### config.mk
export PLATFORM = sky130hd
export DESIGN_NAME = carrega_operandos_flat
export DESIGN_NICKNAME = d
export VERILOG_FILES = /design/src/rtl/carrega_operandos_if.sv /design/src/rtl/carrega_operandos.sv /design/src/flat_wrapper.sv
export SDC_FILE = /design/constraint.sdc
export NUM_CORES = 1
export LEC_CHECK = 0
export CAP_MARGIN = 20
export CORE_MARGIN = 10
export CORE_UTILIZATION = 50
export CTS_BUF_LIST = sky130_fd_sc_hd__clkbuf_4
export CTS_CLUSTER_DIAMETER = 150
export DETAILED_ROUTE_END_ITERATION = 16
export PLACE_DENSITY = 0.86
export SLEW_MARGIN = 0
export SYNTH_ARGS = -nofsm -noshare
export SYNTH_HDL_FRONTEND = slang
export SYNTH_SLANG_ARGS = --single-unit
### constraint.sdc
create_clock -name clk -period 3.04 [get_ports clk]
set_clock_uncertainty 0.15 [all_clocks]
set_input_delay 0.304 -clock clk [delete_from_list [all_inputs] [get_ports clk]]
set_output_delay 0.304 -clock clk [all_outputs]
set_load 0.01 [all_outputs]
### src/rtl/carrega_operandos_if.sv
// ---------------------------------------------------------------------------
// carrega_operandos_if
//   Bundles the board-facing and adder-facing signals of carrega_operandos.
//   Clock and reset are kept as plain ports on the module.
//
//   Signals:
//     sw        switch value (asynchronous to clk)
//     btn       load key, active high, level
//     clr       synchronous clear, already in the clk domain
//     soma_in   sum returned by the external combinational adder
//     a, b      registered operands driven to the adder
//     resultado registered sum
//     carry     registered carry-out of a+b
//     valid     result qualifier (see below)
//     estado    current FSM state code
//     erro      adder self-check flag (only with SOMA_CHECK_EN)
//
//   valid semantics: valid is a level, not a handshake. It goes high on the
//   cycle after operand B is captured and stays high while resultado/carry
//   hold the sum of the a/b currently presented. It drops on the same edge
//   that loads a new operand A, on clr and on reset. There is no ready; the
//   consumer (a display) samples whenever it likes.
//
//   Modports: slave = carrega_operandos, master = environment / board side.
// ---------------------------------------------------------------------------
interface carrega_operandos_if #(
   parameter int WIDTH = 4
);
   logic [WIDTH-1:0] sw;
   logic             btn;
   logic             clr;
   logic [WIDTH-1:0] soma_in;
   logic [WIDTH-1:0] a;
   logic [WIDTH-1:0] b;
   logic [WIDTH-1:0] resultado;
   logic             carry;
   logic             valid;
   logic [1:0]       estado;
`ifdef SOMA_CHECK_EN
   logic             erro;
`endif

   modport slave (
      input  sw, btn, clr, soma_in,
      output a, b, resultado, carry, valid, estado
`ifdef SOMA_CHECK_EN
      , output erro
`endif
   );

   modport master (
      output sw, btn, clr, soma_in,
      input  a, b, resultado, carry, valid, estado
`ifdef SOMA_CHECK_EN
      , input erro
`endif
   );
endinterface

### src/rtl/carrega_operandos.sv
// ---------------------------------------------------------------------------
// carrega_operandos
//   Operand-loading front end for the combinational adder somador.
//   Operand A and then operand B are captured from the switches on
//   successive key presses; both are driven to the adder as registered
//   values, and the adder's sum plus the carry-out are registered for display.
//
//   Ports:
//     clk    system clock, rising edge
//     rst_n  asynchronous active-low reset
//     bus    carrega_operandos_if.slave (sw, btn, clr, soma_in in;
//            a, b, resultado, carry, valid, estado [, erro] out)
//
//   Parameter:
//     WIDTH  operand/sum width, must match the adder
//
//   Optional feature (macro SOMA_CHECK_EN):
//     adds bus.erro, set in CALC when soma_in differs from (a+b) mod 2^WIDTH;
//     held until the next CALC, clr or reset.
// ---------------------------------------------------------------------------
module carrega_operandos #(
   parameter int WIDTH = 4
) (
   input  logic                clk,
   input  logic                rst_n,
   carrega_operandos_if.slave  bus
);

   typedef enum logic [1:0] {
      ESPERA_A = 2'b00,
      ESPERA_B = 2'b01,
      CALC     = 2'b10,
      MOSTRA   = 2'b11
   } estado_t;

   estado_t          st;
   logic [WIDTH-1:0] a_r;
   logic [WIDTH-1:0] b_r;
   logic [WIDTH-1:0] res_r;
   logic             carry_r;
   logic             valid_r;

   // Key synchroniser: s1/s2 resolve metastability, s3 is the previous
   // synchronised level so tecla fires once on each rising edge of btn.
   logic s1, s2, s3;
   logic tecla;

   // Carry needs one extra bit; the low bits double as the reference sum
   // for the optional adder check.
   logic [WIDTH:0] soma_ext;

   assign tecla    = s2 & ~s3;
   assign soma_ext = {1'b0, a_r} + {1'b0, b_r};

   // The synchroniser ignores clr on purpose so a key held across a clear
   // does not produce a spurious pulse afterwards.
   always_ff @(posedge clk or negedge rst_n) begin
      if (!rst_n) begin
         s1 <= 1'b0;
         s2 <= 1'b0;
         s3 <= 1'b0;
      end else begin
         s1 <= bus.btn;
         s2 <= s1;
         s3 <= s2;
      end
   end

`ifdef SOMA_CHECK_EN
   logic erro_r;
`endif

   always_ff @(posedge clk or negedge rst_n) begin
      if (!rst_n) begin
         st      <= ESPERA_A;
         a_r     <= '0;
         b_r     <= '0;
         res_r   <= '0;
         carry_r <= 1'b0;
         valid_r <= 1'b0;
`ifdef SOMA_CHECK_EN
         erro_r  <= 1'b0;
`endif
      end else if (bus.clr) begin
         // clr wins over a key pulse on the same edge
         st      <= ESPERA_A;
         a_r     <= '0;
         b_r     <= '0;
         res_r   <= '0;
         carry_r <= 1'b0;
         valid_r <= 1'b0;
`ifdef SOMA_CHECK_EN
         erro_r  <= 1'b0;
`endif
      end else begin
         case (st)
            ESPERA_A: begin
               if (tecla) begin
                  a_r     <= bus.sw;
                  valid_r <= 1'b0;
                  st      <= ESPERA_B;
               end
            end
            ESPERA_B: begin
               if (tecla) begin
                  b_r <= bus.sw;
                  st  <= CALC;
               end
            end
            CALC: begin
               // a/b have been stable for a full cycle, so the adder has
               // settled and soma_in can be captured.
               res_r   <= bus.soma_in;
               carry_r <= soma_ext[WIDTH];
               valid_r <= 1'b1;
`ifdef SOMA_CHECK_EN
               erro_r  <= (bus.soma_in != soma_ext[WIDTH-1:0]);
`endif
               st      <= MOSTRA;
            end
            MOSTRA: begin
               // a press here starts the next pair directly with a new A
               if (tecla) begin
                  a_r     <= bus.sw;
                  valid_r <= 1'b0;
                  st      <= ESPERA_B;
               end
            end
            default: st <= ESPERA_A;
         endcase
      end
   end

   assign bus.a         = a_r;
   assign bus.b         = b_r;
   assign bus.resultado = res_r;
   assign bus.carry     = carry_r;
   assign bus.valid     = valid_r;
   assign bus.estado    = st;
`ifdef SOMA_CHECK_EN
   assign bus.erro      = erro_r;
`endif

endmodule

### src/flat_wrapper.sv
// flat-port wrapper written by rule: the top's interface ports become plain ports
module carrega_operandos_flat 
#(
   parameter int WIDTH = 4
)
  (clk, rst_n, bus_sw, bus_btn, bus_clr, bus_soma_in, bus_a, bus_b, bus_resultado, bus_carry, bus_valid, bus_estado);
  carrega_operandos_if #(.WIDTH(WIDTH)) bus_i ();
  input  logic clk;
  input  logic rst_n;
  input wire logic [$bits(bus_i.sw)-1:0] bus_sw;
  input wire logic [$bits(bus_i.btn)-1:0] bus_btn;
  input wire logic [$bits(bus_i.clr)-1:0] bus_clr;
  input wire logic [$bits(bus_i.soma_in)-1:0] bus_soma_in;
  output wire logic [$bits(bus_i.a)-1:0] bus_a;
  output wire logic [$bits(bus_i.b)-1:0] bus_b;
  output wire logic [$bits(bus_i.resultado)-1:0] bus_resultado;
  output wire logic [$bits(bus_i.carry)-1:0] bus_carry;
  output wire logic [$bits(bus_i.valid)-1:0] bus_valid;
  output wire logic [$bits(bus_i.estado)-1:0] bus_estado;
  assign bus_i.sw = bus_sw;
  assign bus_i.btn = bus_btn;
  assign bus_i.clr = bus_clr;
  assign bus_i.soma_in = bus_soma_in;
  assign bus_a = bus_i.a;
  assign bus_b = bus_i.b;
  assign bus_resultado = bus_i.resultado;
  assign bus_carry = bus_i.carry;
  assign bus_valid = bus_i.valid;
  assign bus_estado = bus_i.estado;
  carrega_operandos #(.WIDTH(WIDTH)) u_core (.clk(clk), .rst_n(rst_n), .bus(bus_i));
endmodule
== Yosys cells after proc, flatten, opt, wreduce, memory -nomap -nowiden ==
Cells that the tools add are included.
Cells by class
  multiplexer cells: 16
  bitwise logic cells: 2
  add/sub/neg operators: 1
  reductions and logical operators: 11
  equality and inequality tests: 5
Operators by type and width (number)
  $mux 4: 7
  $reduce_and 2->1: 4
  $reduce_bool 2->1: 4
  $mux 2: 3
  $pmux 2 s3: 1
  $add 4x4->5: 1
  $eq 2x2->1 const B: 2
  $mux 1: 4
  $ne 3x1->1 const B: 1
  $ne 3x2->1 const B: 1
  $reduce_bool 3->1: 1
  $eq 2x1->1 const B: 1
  $logic_not 2->1: 1
  $pmux 1 s2: 1
  $reduce_or 2->1: 1
  $and 1x1->1: 1
  $not 1->1: 1
Storage, ports and cells
  output and inout port bits: 16
  input bits: 12
  word-level logic and storage cells: 44
  register bits: 19

== Depth between registers and ports, before layout ==
  depth in word-level cells: 5
  gate-level depth with buffers: 6
  depth with buffers taken out: 5

== Worst setup path before layout ==
OpenSTA, ideal clock, no wires.
  path kind: register to register
  from: reg u_core.st[0], in the netlist u_core.bus.estado[0]
  to: reg u_core.st[0], in the netlist u_core.bus.estado[0]
  stages on the path, launching flop included: 5
  data arrival time: 1.272 ns
  library setup time: 0.099 ns
  clock period less this slack: 1.522 ns
  path buffers: 0
  path slack: 1.518 ns
  data required time: 2.791 ns
  cells stage by stage: dfrtp_1 -> inv_1 -> ha_1 -> or2_1 -> a311oi_1
On the way
  longest elaborated chain between the ends: 4
  elaborated cells between the ends (all ways): 10
  those cells by class: eq/ne: 5; mux: 2; reduce/logical: 3
Ends and longest elaborated chain
  start, declared: RTL line carrega_operandos.sv:36  | estado_t st;
  start signal, assigned: RTL line carrega_operandos.sv:75  | st <= ESPERA_A;
  start signal, assigned: RTL line carrega_operandos.sv:86  | st <= ESPERA_A;
  start signal, assigned: RTL line carrega_operandos.sv:101  | st <= ESPERA_B;
  $eq 2x2->1 or $logic_not 2->1 (tied branches): RTL line carrega_operandos.sv:96  | case (st)
  $reduce_or 2->1 (no source line)
  $pmux 2 s3 or $ne 3x1->1 (tied branches)
  $mux 2 or $reduce_and 2->1 (tied branches)
Parallel ways exist; a longest one is shown, timed or not.
A chain may end at the register's enable or synchronous reset.

== Final worst setup path ==
  from: reg u_core.a_r[0], in the netlist u_core.bus.a[0]
  to: out bus_a[0]
RTL lines
  start, declared: RTL line carrega_operandos.sv:37  | logic [WIDTH-1:0] a_r;
  start signal, assigned: RTL line carrega_operandos.sv:99  | a_r <= bus.sw;
  start signal, assigned: RTL line carrega_operandos.sv:124  | a_r <= bus.sw;
  end, declared: RTL line flat_wrapper.sv:14  | output wire logic [$bits(bus_i.a)-1:0] bus_a;
No word-level cell between the ends.

==> impl_metrics.env <==
export IMPL_portBuffers=27
export IMPL_critPathRequiredTime_ns=2.59
export IMPL_fmaxAchievable_mhz=581
export IMPL_clock_tree_root_cell="clkbuf_4"
export IMPL_post_cts_repair_setup_buffers=0
export IMPL_h_tree_depth=1
export IMPL_nets=120
export IMPL_timing_max_cap_violations=0
export IMPL_finalSetupTns_ns=0
export IMPL_ordered_list_of_cells_on_the_worst_path="clkdlybuf4s50_1"
export IMPL_floorplan_io_pins=28
export IMPL_end_kind="primary output"
export IMPL_reg2reg_depth=5
export IMPL_most_frequent_standard_cell_in_the_layout_excluding_fill_and_tap_cells="clkdlybuf4s50_1"
export IMPL_areaGrowthSynthToFinish_pct=34.5
export IMPL_drt_wl_total_um=1890
export IMPL_setup_viol_count_final=0
export IMPL_run_status="finished clean"
export IMPL_syn_mean_instance_area_um2=11.9
export IMPL_ys_warnings_count=0
export IMPL_holdBufCountCts=0
export IMPL_critical_path_cell_count=1
export IMPL_cpLargestDelayFamily="buffers and inverters"
export IMPL_layout_cells_most_common_list="clkdlybuf4s50_1, dfrtp_1, mux2i_1, nor2_1, ha_1"
export IMPL_die_height_um=61.7
export IMPL_post_route_cell_area_mm2=0.00117
export IMPL_detail_route_vias_per_cell=5.26
export IMPL_worst_path_largest_cell_delay_ns=0.57
export IMPL_total_leakage_power_nw=0.579
export IMPL_setup_repair_after_global_routing_missed_its_margin="no"
export IMPL_post_synth_inst_count=73
export IMPL_grt_remaining_overflow=0
export IMPL_initial_utilization_pct=51.6
export IMPL_drive_gt1_share_pct=6.93
export IMPL_detail_route_antenna_nets=0
export IMPL_worst_hold_path_num_cells=0
export IMPL_floorplan_die_area_mm2=0.00381
export IMPL_clock_sinks=19
export IMPL_route_detailed_drc=0
export IMPL_initial_antenna_violation_count=0
export IMPL_cell_taking_the_most_area_after_synthesis="dfrtp_1"
export IMPL_drt_iter0_markers=7
export IMPL_totalPowerFinal_w=0.000797
export IMPL_design_core_area_mm2=0.00169
export IMPL_final_max_slew_violation_count=0
export IMPL_clock_tree_from_tritoncts="done"
export IMPL_critical_path_slowest_cell="clkdlybuf4s50_1"
export IMPL_tightestPinTransition_ns=0.836
export IMPL_synthTopCellsByArea="dfrtp_1, mux2i_1, ha_1"
export IMPL_worst_endpoint_arrival_ns=1.27
export IMPL_grt_pass1_wl_um=3080
export IMPL_antenna_cells=0
export IMPL_path_clk_slew_ns=0.11
export IMPL_wl_per_cell_um=16.0
export IMPL_period_needed_ns=1.72
export IMPL_worst_setup_path_start_kind="flop"
export IMPL_timing_worst_setup_path_type="flop to primary output"
export IMPL_detailedRoute_firstPassIterationCount=4
export IMPL_cellPowerDensity_mw_per_mm2=680
export IMPL_number_of_global_route_vias_before_repair=677
export IMPL_overall_global_routing_resource_usage_pct=10.9
export IMPL_synth_ff_latch_count=19
export IMPL_via_count=621
export IMPL_clkLatencyLatePin_ns=0.29
export IMPL_timing_hold_violations_final=0
export IMPL_gp_congestion=0.754
export IMPL_detailed_place_hpwl_um=1450
export IMPL_max_slew_margin_pct=44.1
export IMPL_yosysSeqAreaShare_pct=54.6
export IMPL_post_cts_resize_count=0
export IMPL_period_share_pct=56.6
export IMPL_synthesized_net_count=91
export IMPL_placed_cell_area_mm2=0.00114
export IMPL_yosys_area_top_type_share_pct=54.6
export IMPL_cts_max_path_buffers=2
export IMPL_post_synth_instance_area_um2=871
export IMPL_critical_path_max_fanout=3
export IMPL_path_buf_inv=1
export IMPL_chipWidth_um=61.7
export IMPL_synthDistinctLibCells=20
export IMPL_grt_start_max_net_pins=20
export IMPL_core_rowCount=15
export IMPL_hold_path_class="flop to flop"
export IMPL_vdd_ir_drop_worst_mv=0.426
export IMPL_cts_made_buffers=3
export IMPL_final_util_pct=69.3
registers in the layout, indices dropped and copies added, names as in the netlist, 2 cells and up:
name / flops
u_core.bus.a: 4
u_core.bus.b: 4
u_core.bus.estado: 2
u_core.bus.resultado: 4
power breakdown:
part	internal [W]	switching, W	leakage (nW)
sequential	0.000296	0.0000341	0.253
clock	0.0000599	0.0000787	0.0184
combinational	0.000179	0.000150	0.307
total	0.000534	0.000262	0.579
area by class of cell:
type / count / area, um^2
multi-input cells: 48 / 363
clock buffers: 4 / 30.0
well taps: 17 / 21.3
repair buffers: 27 / 270
fillers: 136 / 518
flip-flops and latches: 19 / 475
inverters: 3 / 11.3
synthesized netlist by cell type, drive strengths merged:
library cell  number
a21oi              2
buf                3
nor2              13
a311oi             1
nand2              4
a21boi             1
nand2b             1
nand3b             2
a311o              1
ha                 6
a21o               1
o41ai              1
mux2i             12
or2                1
dfrtp             19
inv                3
o21bai             1
a31oi              1
layer usage:
layer  up-vias  track usage (%)  routed length [um]
li1        305                -                   -
met2        16             17.9                 917
met1       298             12.0                 804
met4         0             3.82                  12
met3         2             5.08                 158
met5         -                0                   0
kinds of logic (layout without fill, tap and decap cells):
| group | count (synthesis) | after routing | synth area share (%) |
|---|---|---|---|
| DFF | 19 | 19 | 54.6 |
| and+or+nand+nor | 21 | 21 | 11.6 |
| muxes | 12 | 12 | 13.8 |
| AOI/OAI and AO/OA | 9 | 9 | 7.62 |
| adders and majority gates | 6 | 6 | 8.62 |
| buffers and inverters | 6 | 34 | 3.74 |
per-stage QoR:
stage | hold slack, ns | worst slack (ns) | cells
6_report | 0.213 | 1.32 | 118
5_1_grt | 0.217 | 1.26 | 118
4_1_cts | 0.211 | 1.30 | 118
3_5_place_dp | 0.186 | 1.28 | 114
3_3_place_gp | 0.182 | 1.31 | 114
2_1_floorplan | -0.142 | 1.52 | 73
final timing paths:
| path | start | to | slack, ns |
|---|---|---|---|
| setup / recovery | u_core.bus.a[0] | bus_a[0] | 1.32 |
| hold / removal | u_core.s1 | u_core.s2 | 0.21 |
| setup reg to reg | u_core.bus.estado[0] | u_core.bus.carry | 1.41 |
| hold reg to reg | u_core.s1 | u_core.s2 | 0.21 |
| max in group asynchronous | rst_n | u_core.s3 | 1.90 |
| min in group asynchronous | rst_n | u_core.bus.a[2] | 0.33 |
Power figures use the tool's default switching activity.
